<file path="config.mk">
export PLATFORM = sky130hd
export DESIGN_NAME = mem_access_unit
export DESIGN_NICKNAME = d
export VERILOG_FILES = /design/src/rtl/mem_pkg.sv /design/src/rtl/mem_lane_align.sv /design/src/rtl/mem_access_unit.sv
export SDC_FILE = /design/constraint.sdc
export NUM_CORES = 1
export LEC_CHECK = 0
export ABC_AREA = 1
export BUFFER_PORTS_ARGS = -buffer_cell sky130_fd_sc_hd__buf_2
export CORE_ASPECT_RATIO = 0.7
export CORE_UTILIZATION = 54
export CTS_BUF_LIST = sky130_fd_sc_hd__clkbuf_4 sky130_fd_sc_hd__clkbuf_8
export CTS_CLUSTER_SIZE = 8
export DETAILED_ROUTE_END_ITERATION = 16
export PLACE_DENSITY = 0.82
export SLEW_MARGIN = 20
export SYNTH_ARGS = -nofsm -noshare
export SYNTH_HDL_FRONTEND = slang
export SYNTH_SLANG_ARGS = --single-unit
</file>
<file path="constraint.sdc">
create_clock -name clk -period 9 [get_ports clk]
set_clock_uncertainty 0.1 [all_clocks]
set_input_delay 1.8 -clock clk [delete_from_list [all_inputs] [get_ports clk]]
set_output_delay 1.8 -clock clk [all_outputs]
set_load 0.005 [all_outputs]
</file>
<file path="src/rtl/mem_pkg.sv">
// Shared definitions for the memory access unit.
// Holds the access size codes, the exception codes, the FSM state encodings
// and the alignment check that the top level uses.
package mem_pkg;

  // Access size codes: log2 of the number of bytes moved.
  localparam logic [1:0] SZ_BYTE  = 2'd0;
  localparam logic [1:0] SZ_HALF  = 2'd1;
  localparam logic [1:0] SZ_WORD  = 2'd2;
  localparam logic [1:0] SZ_DWORD = 2'd3;

  // Exception codes reported to WB.
  localparam logic [1:0] EXC_NONE     = 2'd0;
  localparam logic [1:0] EXC_MISALIGN = 2'd1;
  localparam logic [1:0] EXC_TIMEOUT  = 2'd2;
  localparam logic [1:0] EXC_ILLSIZE  = 2'd3;

  // FSM state encodings.
  localparam logic [1:0] S_IDLE = 2'd0;
  localparam logic [1:0] S_REQ  = 2'd1;
  localparam logic [1:0] S_WAIT = 2'd2;
  localparam logic [1:0] S_DONE = 2'd3;

  // An access is misaligned when any address bit below its size is set.
  function automatic logic misaligned(input logic [2:0] addr_lo, input logic [1:0] size);
    logic [2:0] m;
    m = (3'd1 << size) - 3'd1;
    return |(addr_lo & m);
  endfunction

endpackage

</file>
<file path="src/rtl/mem_lane_align.sv">
// Byte-lane alignment for one bus beat (purely combinational).
// Ports:
//   size_i      log2 of access bytes
//   lane_i      byte offset of the access within the bus word
//   ext_i       1 = sign-extend load data, 0 = zero-extend
//   wdata_i     right-aligned store data
//   rdata_i     raw read data from the bus
//   be_o        byte enables for the access
//   wdata_sh_o  store data moved onto its byte lanes
//   rdata_ext_o load data moved down, masked to the access size and extended
module mem_lane_align #(
  parameter int DATA_WIDTH = 32,
  parameter int SEL_WIDTH  = DATA_WIDTH / 8,
  parameter int LANE_W     = $clog2(SEL_WIDTH)
) (
  input  logic [1:0]            size_i,
  input  logic [LANE_W-1:0]     lane_i,
  input  logic                  ext_i,
  input  logic [DATA_WIDTH-1:0] wdata_i,
  input  logic [DATA_WIDTH-1:0] rdata_i,
  output logic [SEL_WIDTH-1:0]  be_o,
  output logic [DATA_WIDTH-1:0] wdata_sh_o,
  output logic [DATA_WIDTH-1:0] rdata_ext_o
);

  logic [LANE_W+2:0]     shamt;
  logic [15:0]           be_full;
  logic [6:0]            nbits;
  logic [DATA_WIDTH-1:0] sh, m, msb;

  always_comb begin
    shamt      = {lane_i, 3'b000};
    // 2^size ones, then moved up to the lane; aligned accesses never spill past SEL_WIDTH.
    be_full    = ((16'd1 << (5'd1 << size_i)) - 16'd1) << lane_i;
    be_o       = be_full[SEL_WIDTH-1:0];
    wdata_sh_o = wdata_i << shamt;
    sh         = rdata_i >> shamt;
    nbits      = 7'd8 << size_i;
    // Full-width accesses keep every bit; narrower ones are masked.
    m = '1;
    if (nbits < 7'(DATA_WIDTH)) m = (DATA_WIDTH'(1) << nbits) - DATA_WIDTH'(1);
    // Top bit of the mask marks the sign bit of the loaded value.
    msb         = m ^ (m >> 1);
    rdata_ext_o = (sh & m) | ((ext_i && |(sh & msb)) ? ~m : '0);
  end

endmodule

</file>
<file path="src/rtl/mem_access_unit.sv">
// Multi-cycle memory access stage between EX and WB.
// Takes one load/store/pass-through op per handshake, runs it on a
// req/gnt/rvalid RAM port with a cycle budget, and hands a registered result
// to WB as a one-cycle out_valid pulse.
// Ports:
//   clk, rst                          clock, async active-high reset
//   in_valid/in_ready                 op handshake from EX
//   in_read/in_write/in_ext/in_size   op kind, extension, access size
//   in_addr/in_wdata                  effective address, right-aligned store data
//   in_rd_en/in_rd_addr/in_pc         writeback control carried through
//   ram_req/ram_gnt/ram_we/ram_addr/ram_wdata/ram_rvalid/ram_rdata  RAM port
//   load_busy                         load in flight, to ID
//   out_valid/out_result/out_rd_en/out_rd_addr/out_pc/out_exc       to WB
module mem_access_unit
  import mem_pkg::*;
#(
  parameter int DATA_WIDTH     = 32,
  parameter int ADDR_WIDTH     = 32,
  parameter int SEL_WIDTH      = DATA_WIDTH / 8,
  parameter int TIMEOUT_CYCLES = 16
) (
  input  logic                  clk,
  input  logic                  rst,
  input  logic                  in_valid,
  output logic                  in_ready,
  input  logic                  in_read,
  input  logic                  in_write,
  input  logic                  in_ext,
  input  logic [1:0]            in_size,
  input  logic [ADDR_WIDTH-1:0] in_addr,
  input  logic [DATA_WIDTH-1:0] in_wdata,
  input  logic                  in_rd_en,
  input  logic [4:0]            in_rd_addr,
  input  logic [ADDR_WIDTH-1:0] in_pc,
  output logic                  ram_req,
  input  logic                  ram_gnt,
  output logic [SEL_WIDTH-1:0]  ram_we,
  output logic [ADDR_WIDTH-1:0] ram_addr,
  output logic [DATA_WIDTH-1:0] ram_wdata,
  input  logic                  ram_rvalid,
  input  logic [DATA_WIDTH-1:0] ram_rdata,
  output logic                  load_busy,
  output logic                  out_valid,
  output logic [DATA_WIDTH-1:0] out_result,
  output logic                  out_rd_en,
  output logic [4:0]            out_rd_addr,
  output logic [ADDR_WIDTH-1:0] out_pc,
  output logic [1:0]            out_exc
);

  localparam int LANE_W = $clog2(SEL_WIDTH);
  localparam int CNT_W  = $clog2(TIMEOUT_CYCLES + 1);

  logic [1:0]            state_q, state_d;
  logic [CNT_W-1:0]      cnt_q, cnt_d;
  logic [1:0]            exc_q, exc_d;
  logic                  read_q, write_q, ext_q, rd_en_q;
  logic [1:0]            size_q;
  logic [ADDR_WIDTH-1:0] addr_q, pc_q;
  logic [DATA_WIDTH-1:0] wdata_q, res_q;
  logic [4:0]            rd_addr_q;
  logic                  out_valid_q, out_rd_en_q;
  logic [DATA_WIDTH-1:0] out_result_q;
  logic [4:0]            out_rd_addr_q;
  logic [ADDR_WIDTH-1:0] out_pc_q;
  logic [1:0]            out_exc_q;
  logic [SEL_WIDTH-1:0]  be;
  logic [DATA_WIDTH-1:0] wdata_sh, ld_data;
  logic                  to_hit;

  mem_lane_align #(.DATA_WIDTH(DATA_WIDTH)) u_align (
    .size_i      (size_q),
    .lane_i      (addr_q[LANE_W-1:0]),
    .ext_i       (ext_q),
    .wdata_i     (wdata_q),
    .rdata_i     (ram_rdata),
    .be_o        (be),
    .wdata_sh_o  (wdata_sh),
    .rdata_ext_o (ld_data)
  );

  // Last budgeted cycle in REQ/WAIT; a gnt or rvalid in that same cycle still completes.
  assign to_hit = (cnt_q == CNT_W'(TIMEOUT_CYCLES - 1));

  always_comb begin
    state_d = state_q;
    cnt_d   = cnt_q;
    exc_d   = exc_q;
    case (state_q)
      S_IDLE: if (in_valid) begin
        cnt_d   = '0;
        exc_d   = EXC_NONE;
        state_d = S_REQ;
        if (!(in_read || in_write)) state_d = S_DONE;
        else if (in_size > 2'(LANE_W)) begin
          state_d = S_DONE;
          exc_d   = EXC_ILLSIZE;
        end else if (misaligned(in_addr[2:0], in_size)) begin
          state_d = S_DONE;
          exc_d   = EXC_MISALIGN;
        end
      end
      S_REQ: begin
        cnt_d = cnt_q + CNT_W'(1);
        if (ram_gnt) state_d = read_q ? S_WAIT : S_DONE;
        else if (to_hit) begin
          state_d = S_DONE;
          exc_d   = EXC_TIMEOUT;
        end
      end
      S_WAIT: begin
        cnt_d = cnt_q + CNT_W'(1);
        if (ram_rvalid) state_d = S_DONE;
        else if (to_hit) begin
          state_d = S_DONE;
          exc_d   = EXC_TIMEOUT;
        end
      end
      default: begin
        state_d = S_IDLE;
        cnt_d   = '0;
      end
    endcase
  end

  always_ff @(posedge clk or posedge rst) begin
    if (rst) begin
      state_q       <= S_IDLE;
      cnt_q         <= '0;
      exc_q         <= EXC_NONE;
      read_q        <= 1'b0;
      write_q       <= 1'b0;
      ext_q         <= 1'b0;
      size_q        <= '0;
      addr_q        <= '0;
      wdata_q       <= '0;
      rd_en_q       <= 1'b0;
      rd_addr_q     <= '0;
      pc_q          <= '0;
      res_q         <= '0;
      out_valid_q   <= 1'b0;
      out_result_q  <= '0;
      out_rd_en_q   <= 1'b0;
      out_rd_addr_q <= '0;
      out_pc_q      <= '0;
      out_exc_q     <= EXC_NONE;
    end else begin
      state_q <= state_d;
      cnt_q   <= cnt_d;
      exc_q   <= exc_d;
      if (state_q == S_IDLE && in_valid) begin
        read_q    <= in_read;
        write_q   <= in_write;
        ext_q     <= in_ext;
        size_q    <= in_size;
        addr_q    <= in_addr;
        wdata_q   <= in_wdata;
        rd_en_q   <= in_rd_en;
        rd_addr_q <= in_rd_addr;
        pc_q      <= in_pc;
        // Non-loads return the address; a completing load overwrites it below.
        res_q     <= DATA_WIDTH'(in_addr);
      end
      if (state_q == S_WAIT && ram_rvalid) res_q <= ld_data;
      out_valid_q <= (state_q == S_DONE);
      if (state_q == S_DONE) begin
        out_result_q  <= res_q;
        out_rd_en_q   <= rd_en_q && (exc_q == EXC_NONE);
        out_rd_addr_q <= rd_addr_q;
        out_pc_q      <= pc_q;
        out_exc_q     <= exc_q;
      end
    end
  end

  // RAM-side outputs are gated to REQ so they read zero whenever no request is up.
  assign in_ready    = (state_q == S_IDLE);
  assign ram_req     = (state_q == S_REQ);
  assign ram_we      = (ram_req && !read_q) ? be : '0;
  assign ram_addr    = ram_req ? {addr_q[ADDR_WIDTH-1:LANE_W], {LANE_W{1'b0}}} : '0;
  assign ram_wdata   = ram_req ? wdata_sh : '0;
  assign load_busy   = read_q && (state_q == S_REQ || state_q == S_WAIT);
  assign out_valid   = out_valid_q;
  assign out_result  = out_result_q;
  assign out_rd_en   = out_rd_en_q;
  assign out_rd_addr = out_rd_addr_q;
  assign out_pc      = out_pc_q;
  assign out_exc     = out_exc_q;

endmodule

</file>
Yosys cells after proc, flatten, opt, wreduce, memory -nomap -nowiden
Cells that the tools add are included.
{"block": "word_totals", "ff_bits": 220, "in_bits": 144, "output_inout_bits": 144, "wordCells": 88}
{"block": "classes", "add_sub_neg": 4, "order_cmp": 2, "n_eq_ne": 7, "n_shift": 8, "n_mux": 26, "bitwise": 6, "reduce_logical": 17}
{"cell": "$mux W32", "count": 6}
{"cell": "$and A32 B32 Y32", "count": 2}
{"cell": "$not A32 Y32", "count": 1}
{"cell": "$or A32 B32 Y32", "count": 1}
{"cell": "$reduce_or A32 Y1", "count": 1}
{"cell": "$shl A1 B7 Y32 const A", "count": 1}
{"cell": "$shl A32 B5 Y32", "count": 1}
{"cell": "$shr A32 B5 Y32", "count": 1}
{"cell": "$sub A32 B2 Y32 const B", "count": 1}
{"cell": "$xor A32 B31 Y32", "count": 1}
{"cell": "$mux W2", "count": 13}
{"cell": "$shl A1 B5 Y16 const A", "count": 1}
{"cell": "$shl A16 B2 Y4", "count": 1}
{"cell": "$sub A16 B1 Y16 const B", "count": 1}
{"cell": "$pmux W2 S3", "count": 2}
{"cell": "$pmux W5 S2", "count": 1}
{"cell": "$lt A7 B6 Y1 const B", "count": 1}
{"cell": "$shl A4 B2 Y7 const A", "count": 1}
{"cell": "$logic_and A1 B1 Y1", "count": 6}
{"cell": "$ne A2 B2 Y1 const B", "count": 3}
{"cell": "$add A5 B1 Y5 const B", "count": 1}
{"cell": "$eq A5 B4 Y1 const B", "count": 1}
{"cell": "$mux W5", "count": 1}
{"cell": "$shl A1 B2 Y5 const A", "count": 1}
{"cell": "other kinds (16)", "count": 20}

Longest topological paths before layout
{"block": "logic_depth", "depth_word": 11, "ltp_mapped": 10, "mapped_depth_nobuf": 10}

Hierarchy
Synthesis repeated with hierarchy kept, for this count alone.
{"block": "hier_totals", "hier_cells": 1389, "area_unflattened_um2": 10500.1}
{"module": "mem_access_unit", "instances": 1, "cells_per_inst": 1119, "area_per_inst_um2": 9222.6, "seq_area_each_um2": 5505.3}
{"module": "mem_lane_align", "instances": 1, "cells_per_inst": 270, "area_per_inst_um2": 1277.5, "seq_area_each_um2": 0.0}

Least setup slack after synthesis
OpenSTA, ideal clock, no wires.
{"block": "synth_path", "path_type": "register to output", "start": "reg state_q[1]", "end": "out ram_wdata[22]", "arrival_time_ps": 1472, "required_time_ps": 7100, "path_slack_ps": 5628, "path_stages_with_launch": 7, "path_buffers": 2, "cell_sequence": "dfrtp_1 inv_1 ha_1 clkbuf_1 nand2_1 clkbuf_1 o22ai_1"}
{"block": "synth_via", "elab_chain_cells": 2}
{"element": "start: declaration", "line_no": "mem_access_unit.sv:54", "text": "logic [1:0] state_q, state_d;"}
{"element": "start signal: assignment", "line_no": "mem_access_unit.sv:148", "text": "state_q <= state_d;"}
{"element": "$eq A2 B1 Y1", "line_no": "mem_access_unit.sv:178", "text": "assign ram_req = (state_q == S_REQ);"}
{"element": "named net ram_req", "line_no": "mem_access_unit.sv:35", "text": "output logic ram_req,"}
{"element": "$mux W32", "line_no": "mem_access_unit.sv:181", "text": "assign ram_wdata = ram_req ? wdata_sh : '0;"}
{"element": "end: declaration", "line_no": "mem_access_unit.sv:39", "text": "output logic [DATA_WIDTH-1:0] ram_wdata,"}
The timed path passes the listed nets, and every way through them passes these cells.

Final worst setup path
{"block": "layout_path", "start": "reg addr_q[1]", "end": "out ram_wdata[31]"}
{"block": "layout_via", "elab_chain_cells": 2}
{"element": "start: declaration", "line_no": "mem_access_unit.sv:59", "text": "logic [ADDR_WIDTH-1:0] addr_q, pc_q;"}
{"element": "start signal: assignment", "line_no": "mem_access_unit.sv:156", "text": "addr_q <= in_addr;"}
{"element": "$shl A32 B5 Y32", "line_no": "mem_lane_align.sv:36", "text": "wdata_sh_o = wdata_i << shamt;"}
{"element": "$mux W32", "line_no": "mem_access_unit.sv:181"}
No other way between the ends.

==> results.json <==
{
  "n_fill_cell": 1538,
  "syn_area_per_cell_um2": 7.90,
  "netlist_area_um2": 10100,
  "dieArea_um2": 19200,
  "clk_pin_slew_worst_paths_ps": 60,
  "grt_pass1_vias": 8755,
  "cts_tree": "done",
  "firstDrtPassIters": 7,
  "syn_inst": 1275,
  "grtUsageTotal_pct": 30.6,
  "setup_viol": 0,
  "clock-sinks": 220,
  "wl_mm": 28.9,
  "drt_iter0_drc": 716,
  "path_buf_inv": 2,
  "synthTopCellsByArea": "dfrtp_1 55%, nand2_1 23%, o21ai_0 3.9%",
  "clock-root-buffer": "clkbuf_8",
  "grt_first_pass_wirelength_mm": 45.1,
  "ctsHoldBuffers": 0,
  "cp.arrival_ps": 2780,
  "dp_hpwl_mm": 19.5,
  "dp_cells": 1731,
  "power.leakage_nw": 7.10,
  "seqCellArea_um2": 5510,
  "core_um2": 18100,
  "cts_resized": 0,
  "irDropWorstVdd_mv": 0.238,
  "start_kind": "register",
  "hold_viol": 0,
  "critPathCaptureType": "output port",
  "synthDistinctLibCells": 29,
  "synth-warning-count": 0,
  "rsz0062_at_grt": "no",
  "maxCapViolCount": 0,
  "drv_slew": 0,
  "setup_tns_ps": 0,
  "ys_ff_latch": 220,
  "max_stage_delay_ps": 820,
  "antenna_left": 0,
  "crit_chain": "inv_2 > nand2_1 > o22ai_1 > buf_2",
  "grt.overflow.total": 0,
  "dieHeight_um": 116,
  "tightest_slew_ps": 1080,
  "finalWeightedCongestion": 0.891,
  "critical_path_class": "reg -> out",
  "routed-via-count": 9367,
  "wire_per_inst_um": 16.2,
  "cts_buffer_depth": 3,
  "rows": 41,
  "port_buffers": 285,
  "cp.required_ps": 7100,
  "nNetsFinal": 1682,
  "die_w_um": 165,
  "fmax_ghz": 0.214,
  "finalCritPeriodShare_pct": 52.0,
  "min_period_ps": 4680,
  "power_density_nw_per_um2": 355,
  "hp-class": "reg -> reg",
  "status": "finished, final reports clean",
  "viasPerCell": 5.25,
  "cts.htree.levels": 2,
  "multiInputGateArea_um2": 3910,
  "critical_path.top_delay_family": "flip-flops",
  "grt_start_max_net_pins": 152,
  "io_pins": 288,
  "clkLatencyLatePin_ps": 530,
  "area_growth_pct": 21.2,
  "synth_top_area_share_pct": 54.7,
  "cts_made_buffers": 35,
  "antenna_found_initial": 5,
  "drive_gt1_share_pct": 23.8,
  "yosys.area.top_type": "dfrtp_1",
  "fin_cells": 1785,
  "crit_slowest_cell": "dfrtp_1",
  "ys_seq_area_share_pct": 54.7,
  "initial_core_util_pct": 55.6,
  "postCtsSetupBuffers": 0,
  "crit_path_max_fanout": 32,
  "max_slew_margin_pct": 27.8,
  "drcViolationCount": 0
}
==> power breakdown <==
group	internal, mW	switching (mW)
logic	0.642	1.15
registers	1.45	0.273
clock network	0.437	0.383
==> metal layers <==
layer  share of wire (%)  up-vias  track usage (%)
met2                  44      400             45.3
li1                    -     4502                -
met5               0.035        -                0
met3                  11       63             10.5
met4                 2.2        2             10.3
met1                  44     4400             42.1
==> layout by cell type (no fill, tap or decap), types with 2 or more instances in the layout <==
cell type / n
dfrtp_1: 219
a21oi_1: 77
buf_4: 8
nor3_1: 6
ha_1: 5
diode_2: 4
clkbuf_4: 5
a31oi_1: 4
o22ai_1: 18
inv_1: 84
o211ai_1: 4
o21ai_0: 78
a21oi_4: 10
conb_1: 2
o221ai_1: 5
a211oi_1: 4
nand3_2: 2
o21ai_1: 3
nand2_1: 612
inv_2: 4
nor2_1: 40
nand4_1: 2
nand3_1: 13
clkbuf_8: 42
buf_2: 285
==> synth_stat cells, drive strengths merged <==
master / instances
nand2: 614
dfrtp: 220
inv: 90
a21oi: 87
o21ai: 81
clkbuf: 43
nor2: 41
buf: 31
o22ai: 18
nand3: 16
ha: 6
nor3: 6
o221ai: 5
a211oi: 4
a31oi: 4
o211ai: 4
nand4: 2
a221oi: 1
conb: 1
o31ai: 1
==> through the flow <==
stage          utilization, %  hold slack [ps]  instance area, um2  power (mW)  setup slack [ps]
2_1_floorplan               -              344               10100        2.88              1080
3_3_place_gp             63.8              349               11500        3.44              4880
3_5_place_dp             63.8              353               11500        3.50              4820
4_1_cts                  67.3              368               12200        4.35              4350
5_1_grt                  67.3              386               12200        4.69              4040
6_report                 67.4              365               12200        4.34              4320
==> cells by family (layout without fill, tap and decap cells) <==
family	count (synthesis)	after routing	synth area share, %
adders and majority gates	6	6	0.746
DFF	220	220	54.7
buffers and inverters	164	433	6.62
other	1	6	0.0372
and+or+nand+nor	679	679	25.9
AOI/OAI and AO/OA	205	205	12.0
==> final cells by class <==
type	instances	area share (%)
multi-input combinational	892	32.1
sequential	220	45.1
clock inverter	3	0.174
clock buffer	47	5.05
timing repair buffer	293	12.2
antenna	4	0.0820
inverter	90	2.89
tap	236	2.42
==> worst min-delay path, cell delays in order (launching register included) <==
cell and delay, ps:
dfrtp_1 330, nand2_1 50, nand2_1 50
==> state kept, by name (all words and copies together), names as in the netlist <==
signal       flops
state_q          2
pc_q            32
out_pc          32
out_result      32
size_q           2
wdata_q         32
out_rd_en        1
read_q           1
rd_addr_q        5
exc_q            2
out_rd_addr      5
out_exc          2
out_valid        1
res_q           32
ext_q            1
rd_en_q          1
addr_q          32
cnt_q            5
==> worst paths after layout <==
kind                            startpoint            end  slack, ps  cells after the start
worst max-delay path             addr_q[1]  ram_wdata[31]       4320                      4
worst min-delay path            out_pc[10]     out_pc[10]        370                      2
worst max register to register  state_q[0]      res_q[31]       5860                      9
worst min register to register  out_pc[10]     out_pc[10]        370                      2
max in group asynchronous              rst  out_result[9]       6070                      3
min in group asynchronous              rst      res_q[24]       1320                      2
Note: power is estimated with default switching activity, not from simulation.
